<file path="config.mk">
export PLATFORM = sky130hd
export DESIGN_NAME = fir_seq_ctrl
export DESIGN_NICKNAME = d
export VERILOG_FILES = /design/src/rtl/fir_seq_ctrl.sv
export SDC_FILE = /design/constraint.sdc
export NUM_CORES = 1
export LEC_CHECK = 0
export CORE_ASPECT_RATIO = 0.75
export CORE_MARGIN = 2
export CORE_UTILIZATION = 61
export DETAILED_ROUTE_END_ITERATION = 10
export PLACE_DENSITY_LB_ADDON = 0.08
export SETUP_SLACK_MARGIN = 0.2
export SYNTH_ARGS = -nofsm -noshare
export SYNTH_HDL_FRONTEND = slang
export SYNTH_SLANG_ARGS = --single-unit
</file>
<file path="constraint.sdc">
create_clock -name clk_i -period 7.75 [get_ports clk_i]
set_input_delay 0.775 -clock clk_i [delete_from_list [all_inputs] [get_ports clk_i]]
set_output_delay 0.775 -clock clk_i [all_outputs]
set_load 0.02 [all_outputs]
</file>
<file path="src/rtl/fir_seq_ctrl.sv">
// fir_seq_ctrl: 4-tap FIR sequencer that time-shares one 8x8 multiplier and one
//   16-bit accumulator across all taps. Each accepted sample takes one IDLE
//   accept edge plus exactly 4 MAC cycles; the result is then held in OUT.
// Latency: sample accepted at edge T -> yout_valid_o high after edge T+4.
// Backpressure: xin_ready_o is high only in IDLE. A result waits in OUT until
//   yout_ready_i is high. Samples offered outside IDLE are not buffered.
//
// Ports:
//   clk_i          system clock, all state updates on the rising edge
//   rst_ni         asynchronous active-low reset
//   xin_i          8-bit unsigned input sample
//   xin_valid_i    xin_i is presented
//   xin_ready_o    block accepts a sample this cycle (IDLE only)
//   coef_we_i      coefficient write strobe (honoured in IDLE only)
//   coef_addr_i    tap index 0..3 for the write
//   coef_data_i    8-bit unsigned coefficient value
//   coef_err_o     sticky: a coefficient write was dropped while busy
//   yout_o         16-bit filter result, keeps its value after being consumed
//   yout_valid_o   yout_o holds a completed result
//   yout_ready_i   consumer takes yout_o this cycle
//
// Build option: FIR_ACC_SAT_EN -- when defined the accumulator saturates at
//   16'hFFFF on overflow; when undefined it wraps modulo 2^16.

module fir_seq_ctrl #(
  parameter int TAPS = 4  // only 4 taps are supported
) (
  input  logic        clk_i,
  input  logic        rst_ni,
  input  logic [7:0]  xin_i,
  input  logic        xin_valid_i,
  output logic        xin_ready_o,
  input  logic        coef_we_i,
  input  logic [1:0]  coef_addr_i,
  input  logic [7:0]  coef_data_i,
  output logic        coef_err_o,
  output logic [15:0] yout_o,
  output logic        yout_valid_o,
  input  logic        yout_ready_i
);

  // The tap counter and coefficient address are 2 bits wide, which fixes the
  // tap count at 4.
  localparam logic [1:0] LAST_TAP = 2'(TAPS - 1);

  typedef enum logic [1:0] {
    IDLE = 2'd0,
    MAC  = 2'd1,
    OUT  = 2'd2
  } state_e;

  state_e      state_q, state_d;
  logic [1:0]  k_q, k_d;
  logic [15:0] acc_q, acc_d;
  logic [7:0]  x_q [TAPS];
  logic [7:0]  x_d [TAPS];
  logic [7:0]  h_q [TAPS];
  logic [7:0]  h_d [TAPS];
  logic [15:0] yout_q, yout_d;
  logic        yout_valid_q, yout_valid_d;
  logic        coef_err_q, coef_err_d;

  // Shared datapath: one product per MAC cycle, selected by the tap counter.
  // x_q[0] is the newest sample, so tap k pairs h[k] with x[n-k].
  logic [15:0] prod_w;
  logic [15:0] acc_next_w;

  assign prod_w = {8'd0, h_q[k_q]} * {8'd0, x_q[k_q]};

`ifdef FIR_ACC_SAT_EN
  // All products are non-negative, so once the running sum clips it stays
  // clipped; the carry out of the 17-bit sum is the overflow indication.
  logic [16:0] sum_w;
  assign sum_w      = {1'b0, acc_q} + {1'b0, prod_w};
  assign acc_next_w = sum_w[16] ? 16'hFFFF : sum_w[15:0];
`else
  assign acc_next_w = acc_q + prod_w;
`endif

  // ---------------------------------------------------------------------------
  // Next-state and datapath control
  // ---------------------------------------------------------------------------
  always_comb begin
    state_d      = state_q;
    k_d          = k_q;
    acc_d        = acc_q;
    x_d          = x_q;
    h_d          = h_q;
    yout_d       = yout_q;
    yout_valid_d = yout_valid_q;
    coef_err_d   = coef_err_q;

    unique case (state_q)
      IDLE: begin
        // A write on the accept edge lands in h_q together with the new
        // sample, so the MAC that follows already sees the new coefficient.
        if (coef_we_i) begin
          h_d[coef_addr_i] = coef_data_i;
        end
        if (xin_valid_i) begin
          x_d[0] = xin_i;
          for (int i = 1; i < TAPS; i++) begin
            x_d[i] = x_q[i-1];
          end
          acc_d   = 16'd0;
          k_d     = 2'd0;
          state_d = MAC;
        end
      end

      MAC: begin
        acc_d = acc_next_w;
        k_d   = k_q + 2'd1;
        // The final product goes straight into the output register so the
        // result is visible on the same edge that enters OUT.
        if (k_q == LAST_TAP) begin
          yout_d       = acc_next_w;
          yout_valid_d = 1'b1;
          state_d      = OUT;
        end
        if (coef_we_i) begin
          coef_err_d = 1'b1;
        end
      end

      OUT: begin
        if (coef_we_i) begin
          coef_err_d = 1'b1;
        end
        if (yout_ready_i) begin
          yout_valid_d = 1'b0;
          state_d      = IDLE;
        end
      end

      default: begin
        state_d      = IDLE;
        yout_valid_d = 1'b0;
      end
    endcase
  end

  // ---------------------------------------------------------------------------
  // State registers. Reset aborts any computation in flight and reloads the
  // default coefficients 1,2,3,4.
  // ---------------------------------------------------------------------------
  always_ff @(posedge clk_i or negedge rst_ni) begin
    if (!rst_ni) begin
      state_q      <= IDLE;
      k_q          <= 2'd0;
      acc_q        <= 16'd0;
      yout_q       <= 16'd0;
      yout_valid_q <= 1'b0;
      coef_err_q   <= 1'b0;
      for (int i = 0; i < TAPS; i++) begin
        x_q[i] <= 8'd0;
        h_q[i] <= 8'(i + 1);
      end
    end else begin
      state_q      <= state_d;
      k_q          <= k_d;
      acc_q        <= acc_d;
      yout_q       <= yout_d;
      yout_valid_q <= yout_valid_d;
      coef_err_q   <= coef_err_d;
      for (int i = 0; i < TAPS; i++) begin
        x_q[i] <= x_d[i];
        h_q[i] <= h_d[i];
      end
    end
  end

  assign xin_ready_o  = (state_q == IDLE);
  assign yout_o       = yout_q;
  assign yout_valid_o = yout_valid_q;
  assign coef_err_o   = coef_err_q;

endmodule

</file>
# == Word level (Yosys, flattened, before mapping) ==
# Index checks and enable logic that the tools add are counted.
# totals
out_inout_bits,19
regBits,102
word_cells,60
# op_classes
add_sub_neg,2
n_eq_ne,6
muxes,20
n_mul,1
n_reduce_logical,11
n_bitwise,3
order_cmp,3
# op_table
operator,n
$mux W8,5
$bmux W8 S2,2
$bwmux W32,1
$pmux W16 S2,1
$add A16 B16 Y16,1
$demux W8 S2,1
$mul A8 B8 Y16,1
$mux W16,1
$reduce_and A2 Y1,5
$mux W2,4
$ge A3 B3 Y1 const B,2
$ne A2 B2 Y1 const B,3
$not A2 Y3,2
$pmux W2 S3,1
$reduce_and A3 Y1,2
$eq A2 B2 Y1 const B,2
$pmux W2 S2,1
$lt A3 B1 Y1 const B,1
$pmux W1 S3,1
$add A2 B1 Y2 const B,1
$eq A2 B1 Y1 const B,1
$logic_not A2 Y1,1
$mux W1,2
$reduce_bool A2 Y1,1
other kinds (3),3

# == Depth between registers and ports, before layout ==
# Gate-level depths: netlist of the first run.
# logic_depth
depth_word,7
mapped_depth,20

# == Worst setup path before layout of the first run ==
# No wires, ideal clock.
# synth_path
path_kind,register to register
start,reg k_q[0]
end,reg acc_q[12]
setup_slack_ps,2346
setup_time_ps,69
n_path_buf,2
stages_incl_launch_ff,19
t_required_ps,7681
arrival_ps,5335
cell_sequence,dfrtp_1 buf_2 buf_2 mux4_2 nand2_1 fa_1 fa_1 inv_1 fa_1 inv_1 fa_1 inv_1 ha_1 a21o_1 a31o_1 o21ai_2 o22ai_2 or4_1 nand3_1
# synth_between
elab_chain_cells,7
# synth_rtl
element,line,source
"start, declared",53,"logic [1:0] k_q, k_d;"
"start signal, assigned",161,k_q <= k_d;
$not A2 Y3 (implied by the code) (*),68,"assign prod_w = {8'd0, h_q[k_q]} * {8'd0, x_q[k_q]};"
$bmux W8 S2,68,
$mux W8 (implied by the code) (2 in a row),68,
$mul A8 B8 Y16 (*),68,
$add A16 B16 Y16 (*),77,assign acc_next_w = acc_q + prod_w;
$pmux W16 S2 (*),93,unique case (state_q)
"end signal, assigned",151,acc_q <= 16'd0;
"end signal, assigned",162,acc_q <= acc_d;
"end, declared",54,"logic [15:0] acc_q, acc_d;"
# Mark *: on every way between the ends. The rest lies on a longest branch, timed or not. The select of a mux whose other input is x is not followed.
# A chain may end at the register's enable or synchronous reset.

# == Final worst setup path of the first run ==
# Ends and elaborated chain as after synthesis.

==> results of run 1 <==
state kept, by name (all words and copies together) (netlist names):
signal        flops
h_q              32
x_q              32
acc_q            16
yout_o           16
k_q               2
state_q           2
coef_err_o        1
yout_valid_o      1
through the flow:
| stage | setup slack (ns) | hold slack, ns |
|---|---|---|
| floorplan | 2.35 | 0.450 |
| CTS | 1.71 | 0.393 |
| global route | 1.36 | 0.410 |
| finish | 1.76 | 0.383 |
| global placement | 1.89 | 0.441 |
| detailed placement | 1.74 | 0.470 |
critical path, stage by stage (launching register included):
cell and delay, ns:
dfrtp_1 1.08, mux4_2 0.71, nand2_1 0.12, fa_1 0.45, fa_1 0.56, inv_1 0.06, fa_1 0.53, inv_1 0.05
fa_1 0.52, inv_1 0.04, ha_1 0.35, a21o_1 0.22, a31o_1 0.22, o21ai_2 0.22, o22ai_2 0.16, or4_1 0.53
nand3_1 0.10
cell families after synthesis:
logic type	Yosys count	share of synthesized area (%)
xor+xnor	10	1.28
buf+inv	121	7.32
simple gates	119	8.58
mux	92	17.7
compound gates	63	6.08
flops	102	37.3
fa+ha+maj	89	21.7
area by class of cell:
class	count	area, um^2	share of cell area (%)
Clock inverter	7	67.6	0.885
Clock buffer	9	225	2.95
Timing Repair Buffer	43	423	5.54
Multi-Input combinational cell	373	3800	49.7
Inverter	104	390	5.11
Sequential cell	102	2560	33.5
Tap cell	140	175	2.29
synthesized netlist by cell type, drive strengths merged (3+ instances only):
library cell  instances
a21o                  3
a21oi                15
a22o                 11
and2                 30
buf                  12
clkbuf                5
dfrtp                97
dfstp                 5
fa                   50
ha                   39
inv                 104
mux2                 74
mux4                 16
nand2                58
nand3                 3
nand4                 3
nor2                  9
nor2b                 5
nor3                  5
o21ai                19
xnor2                 8
final timing paths:
check,from,endpoint,slack (ns),depth (start not counted)
min in group clk_i,coef_err_o,coef_err_o,0.48,1
max in group asynchronous,rst_ni,h_q[26],6.19,2
min reg2reg,coef_err_o,coef_err_o,0.48,1
max reg2reg,k_q[0],acc_q[12],1.76,16
max,k_q[0],acc_q[12],1.76,16
min,rst_ni,acc_q[13],0.38,1
per-layer routing:
| metal | vias to the layer above | track usage, % | routed length [um] |
|---|---|---|---|
| met5 | - | 0 | 0 |
| met3 | 13 | 4.61 | 449 |
| met1 | 2256 | 33.0 | 6120 |
| met4 | 0 | 6.59 | 146 |
| li1 | 2039 | - | - |
| met2 | 86 | 38.7 | 6530 |
==> impl_metrics.tcl, run 1 <==
set metrics [dict create \
    status "completed" \
    layout.cells.most_common "inv_1" \
    overflow 0 \
    period_needed_ns 5.99 \
    layout_worst_path_cycle_share_pct 77.2 \
    port_buffers 41 \
    timing_hold_violations_final 0 \
    fillers 821 \
    grt_max_degree 65 \
    post_synth_inst_count 596 \
    postPlaceCellArea_um2 7350 \
    report.final.slew_viol_count 0 \
    synth_top_cell_by_area "dfrtp_1" \
    die_width_um 126 \
    detailedPlacementHpwl_um 10000 \
    io_pins 42 \
    cap_violations 0 \
    synth_top_flop_cell "dfrtp_1" \
    cp_data_arrival_time_ns 6.28 \
    post_cts.resized_instances 0 \
    cp.required_ns 8.04 \
    drtAntennaViolNets 0 \
    routed_via_density 5.65 \
    start_util_pct 62.7 \
    cts.repair_timing.setup_buffer_count 0 \
    insertion_delay_ns 0.36 \
    yosysWarningCount 0 \
    first_iter_violations 190 \
    number_of_antenna_violations_at_the_first_check_in_global_routing 0 \
    worstSetupEndpointType "flop" \
    tritoncts_sink_count 102 \
    globalRouteTotalUtil_pct 23.7 \
    ys_seq_area_share_pct 37.3 \
    cts-root-to-sink-buffers 2 \
    synthesis.nets 708 \
    grt_pass1_wl_um 22200 \
    dominant_cells_by_area_after_synthesis "dfrtp_1, fa_1, mux2_2" \
    postSynth.asyncResetShare_pct 100 \
    h-tree-depth 3 \
    drt-total-wl_um 13300 \
    final_core_utilization_pct 69.8 \
    ctsRootBufferMaster "clkbuf_16" \
    synth_area_per_cell_um2 11.5 \
    fin_nets 745 \
    cell_row_count 33 \
    worst_setup_start_kind "flop" \
    antenna_cells_inserted 0 \
    fp.dieH_um 95.8 \
    dp_cells 762 \
    grt_pass1_vias 4549 \
    timing.setup.critical_path_class "reg2reg" \
    timing_worst_slew_pin_value_ns 1.11 \
    post_synth_num_cell_types 49 \
    drive_above_1_share_pct 18.7 \
    critPathMaxFanout 19 \
    clock_tree_from_tritoncts "built" \
    synth-edff-count 0 \
    drtPass1Iterations 5 \
    wire_per_inst_um 17.0 \
    yosys_register_bits 102 \
    achievable-frequency_ghz 0.167 \
    grt_setup_unrepaired "false" \
    totalNegativeSetupSlack_ns 0 \
    synth.cell_area_um2 6860 \
    area.growth.synth_to_final_pct 11.4 \
    postCtsHoldBufs 0 \
    finalClockSkew_ns 0.0108 \
    final_instance_area_um2 7640 \
    min-delay-path-class "in2async" \
    setup_viol 0 \
    post-synth-top-area-fraction_pct 35.4 \
    finalWeightedCongestion 0.887 \
    final_cell_count_without_fillers 778 \
    layout_common_cells "inv_1, dfrtp_1, mux2_2" \
    via_count 4394 \
    design.die.area_um2 12100 \
    worst_setup_hold_path_clk_slew_ns 0.07 \
    max_slew_margin_pct 25.9 \
    remaining_drc_errors 0 \
    cts_buffers 9 \
    core_um2 10900 \
]
Power of run 1 is not shown: default switching activity piles up to over one toggle a cycle in this logic, so the estimate is an artifact.
==> inputs of run 2 (changes only) <==
CORE_UTILIZATION = 55   (was 61)
clock period = 5.2 ns   (was 7.75 ns; I/O delays follow)
==> run 2 against run 1 <==
  * Non-clock buffer count grew 44
  * Flip-flop and latch count is the same
  * Global-route usage grew 0.25 points
==> impl_metrics.tcl, run 2 (synthesis results as in run 1) <==
set metrics [dict create \
    status "completed" \
    worstSetupEndpointType "flop" \
    finalClockSkew_ns 0.0108 \
    grt_max_degree 54 \
    die_width_um 133 \
    setup_viol 0 \
    design.die.area_um2 13400 \
    cell_row_count 35 \
    layout.cells.most_common "inv_1" \
    grt_setup_unrepaired "true" \
    wire_per_inst_um 17.2 \
    post-route-worst-setup-slack_ns 0.214 \
    largest_registers "h_q: 32 flops, x_q: 32 flops" \
    fin_nets 789 \
    io_pins 42 \
    area.growth.synth_to_final_pct 22.7 \
    period_needed_ns 4.99 \
    min-delay-path-class "in2async" \
    number_of_antenna_violations_at_the_first_check_in_global_routing 0 \
    port_buffers 41 \
    report.final.slew_viol_count 0 \
    worst_r2r_endpoint "yout_o[14]" \
    h-tree-depth 3 \
    timing_hold_violations_final 0 \
    ctsRootBufferMaster "clkbuf_16" \
    clock_tree_from_tritoncts "built" \
    totalNegativeSetupSlack_ns 0 \
    worst-r2r-setup-slack_ns 0.21 \
    globalRouteTotalUtil_pct 23.9 \
    finalWeightedCongestion 0.878 \
    timing.setup.critical_path_class "reg2reg" \
    cap_violations 0 \
    first_iter_violations 224 \
    insertion_delay_ns 0.35 \
    cts_buffers 9 \
    worst_setup_start_kind "flop" \
    worst_r2r_src "k_q[0]" \
    drtAntennaViolNets 0 \
    critPathMaxFanout 8 \
    cp.required_ns 5.40 \
    tritoncts_sink_count 102 \
    cp_data_arrival_time_ns 5.19 \
    routed_via_density 5.43 \
    achievable-frequency_ghz 0.201 \
    remaining_drc_errors 0 \
    drtPass1Iterations 4 \
    worst_setup_hold_path_clk_slew_ns 0.07 \
    grt_pass1_vias 4988 \
    antenna_cells_inserted 0 \
    reg2reg_depth 19 \
    via_count 4601 \
    worstSetupStartpoint "k_q[0]" \
    overflow 0 \
    layout_common_cells "inv_1, dfrtp_1, mux2_2" \
    detailedPlacementHpwl_um 10400 \
    max_slew_margin_pct 30.1 \
    start_util_pct 56.1 \
    dp_cells 812 \
    drive_above_1_share_pct 31.5 \
    timing_worst_slew_pin_value_ns 1.04 \
    core_um2 12200 \
    worst_setup_timing_slack_at_the_placement_stage_ns 0.0937 \
    grt_pass1_wl_um 25200 \
    layout_worst_path_cycle_share_pct 95.9 \
    final_cell_count_without_fillers 848 \
    cts-root-to-sink-buffers 2 \
    fp.dieH_um 101 \
    worst_setup_path_endpoint "yout_o[14]" \
    drt-total-wl_um 14600 \
]
==> run 2: changes by cell type in the layout (fill, tap and decap cells not counted), moves of 6 or more <==
| cell | before | now |
|---|---|---|
| inv_1 | 104 | 97 |
| ha_1 | 39 | 32 |
| nand2_2 | 0 | 9 |
| buf_6 | 0 | 8 |
| inv_2 | 0 | 7 |
| buf_4 | 3 | 34 |
| nand2_1 | 58 | 48 |
| ha_4 | 0 | 6 |
==> run 2: worst min-delay path by stage <==
stage	endpoint	start
2_1_floorplan	acc_q[0]	rst_ni
6_report	acc_q[14]	rst_ni
5_1_grt	acc_q[15]	rst_ni
3_3_place_gp	coef_err_o	coef_err_o
3_5_place_dp	coef_err_o	coef_err_o
4_1_cts	yout_o[14]	rst_ni
==> run 2: stage by stage <==
stage	util, %	area (um^2)	hold WS [ns]
6_report	68.8	8410	0.206
3_5_place_dp	62.2	7600	0.448
2_1_floorplan	-	6890	0.224
5_1_grt	68.8	8410	0.251
3_3_place_gp	62.2	7600	0.445
4_1_cts	67.0	8190	0.221
==> run 2: cell type report <==
cell class / count / area [um^2]
clock buffer: 11 / 253
clock inverter: 5 / 87.6
fill: 885 / 3810
inverter: 104 / 390
multi-input combinational: 373 / 4060
sequential: 102 / 2560
tap: 166 / 208
timing repair buffer: 87 / 848
==> run 2: critical path, cell delays in order (launching register included) <==
cell     delay [ns]
dfrtp_2        0.44
buf_12         0.14
buf_16         0.14
mux4_2         0.37
buf_4          0.16
nand2_1        0.09
fa_1           0.54
inv_1          0.06
fa_1           0.54
inv_1          0.06
fa_1           0.54
inv_1          0.06
fa_1           0.61
ha_4           0.26
a21oi_1        0.15
o21ai_1        0.09
a21oi_1        0.18
o21ai_2        0.09
mux2i_1        0.22
o21ai_1        0.08
==> run 2: routing by layer <==
layer,track usage [%],vias up,share of wire [%]
li1,-,2131,-
met1,34.4,2364,47
met2,38.8,94,48
met3,3.92,12,3.9
met4,5.62,0,0.88
met5,0,-,0
==> run 2: timing repair <==
item | CTS | global route
endpoints found under the setup margin | 10 | 14
gates cloned | 1 | 0
hold buffers | 0 | 0
gates resized for setup | 30 | 41
buffers inserted | 13 | 6
pin swaps | 27 | 16
hold endpoints to repair | 0 | 0
Power of run 2 is left out for the same reason.
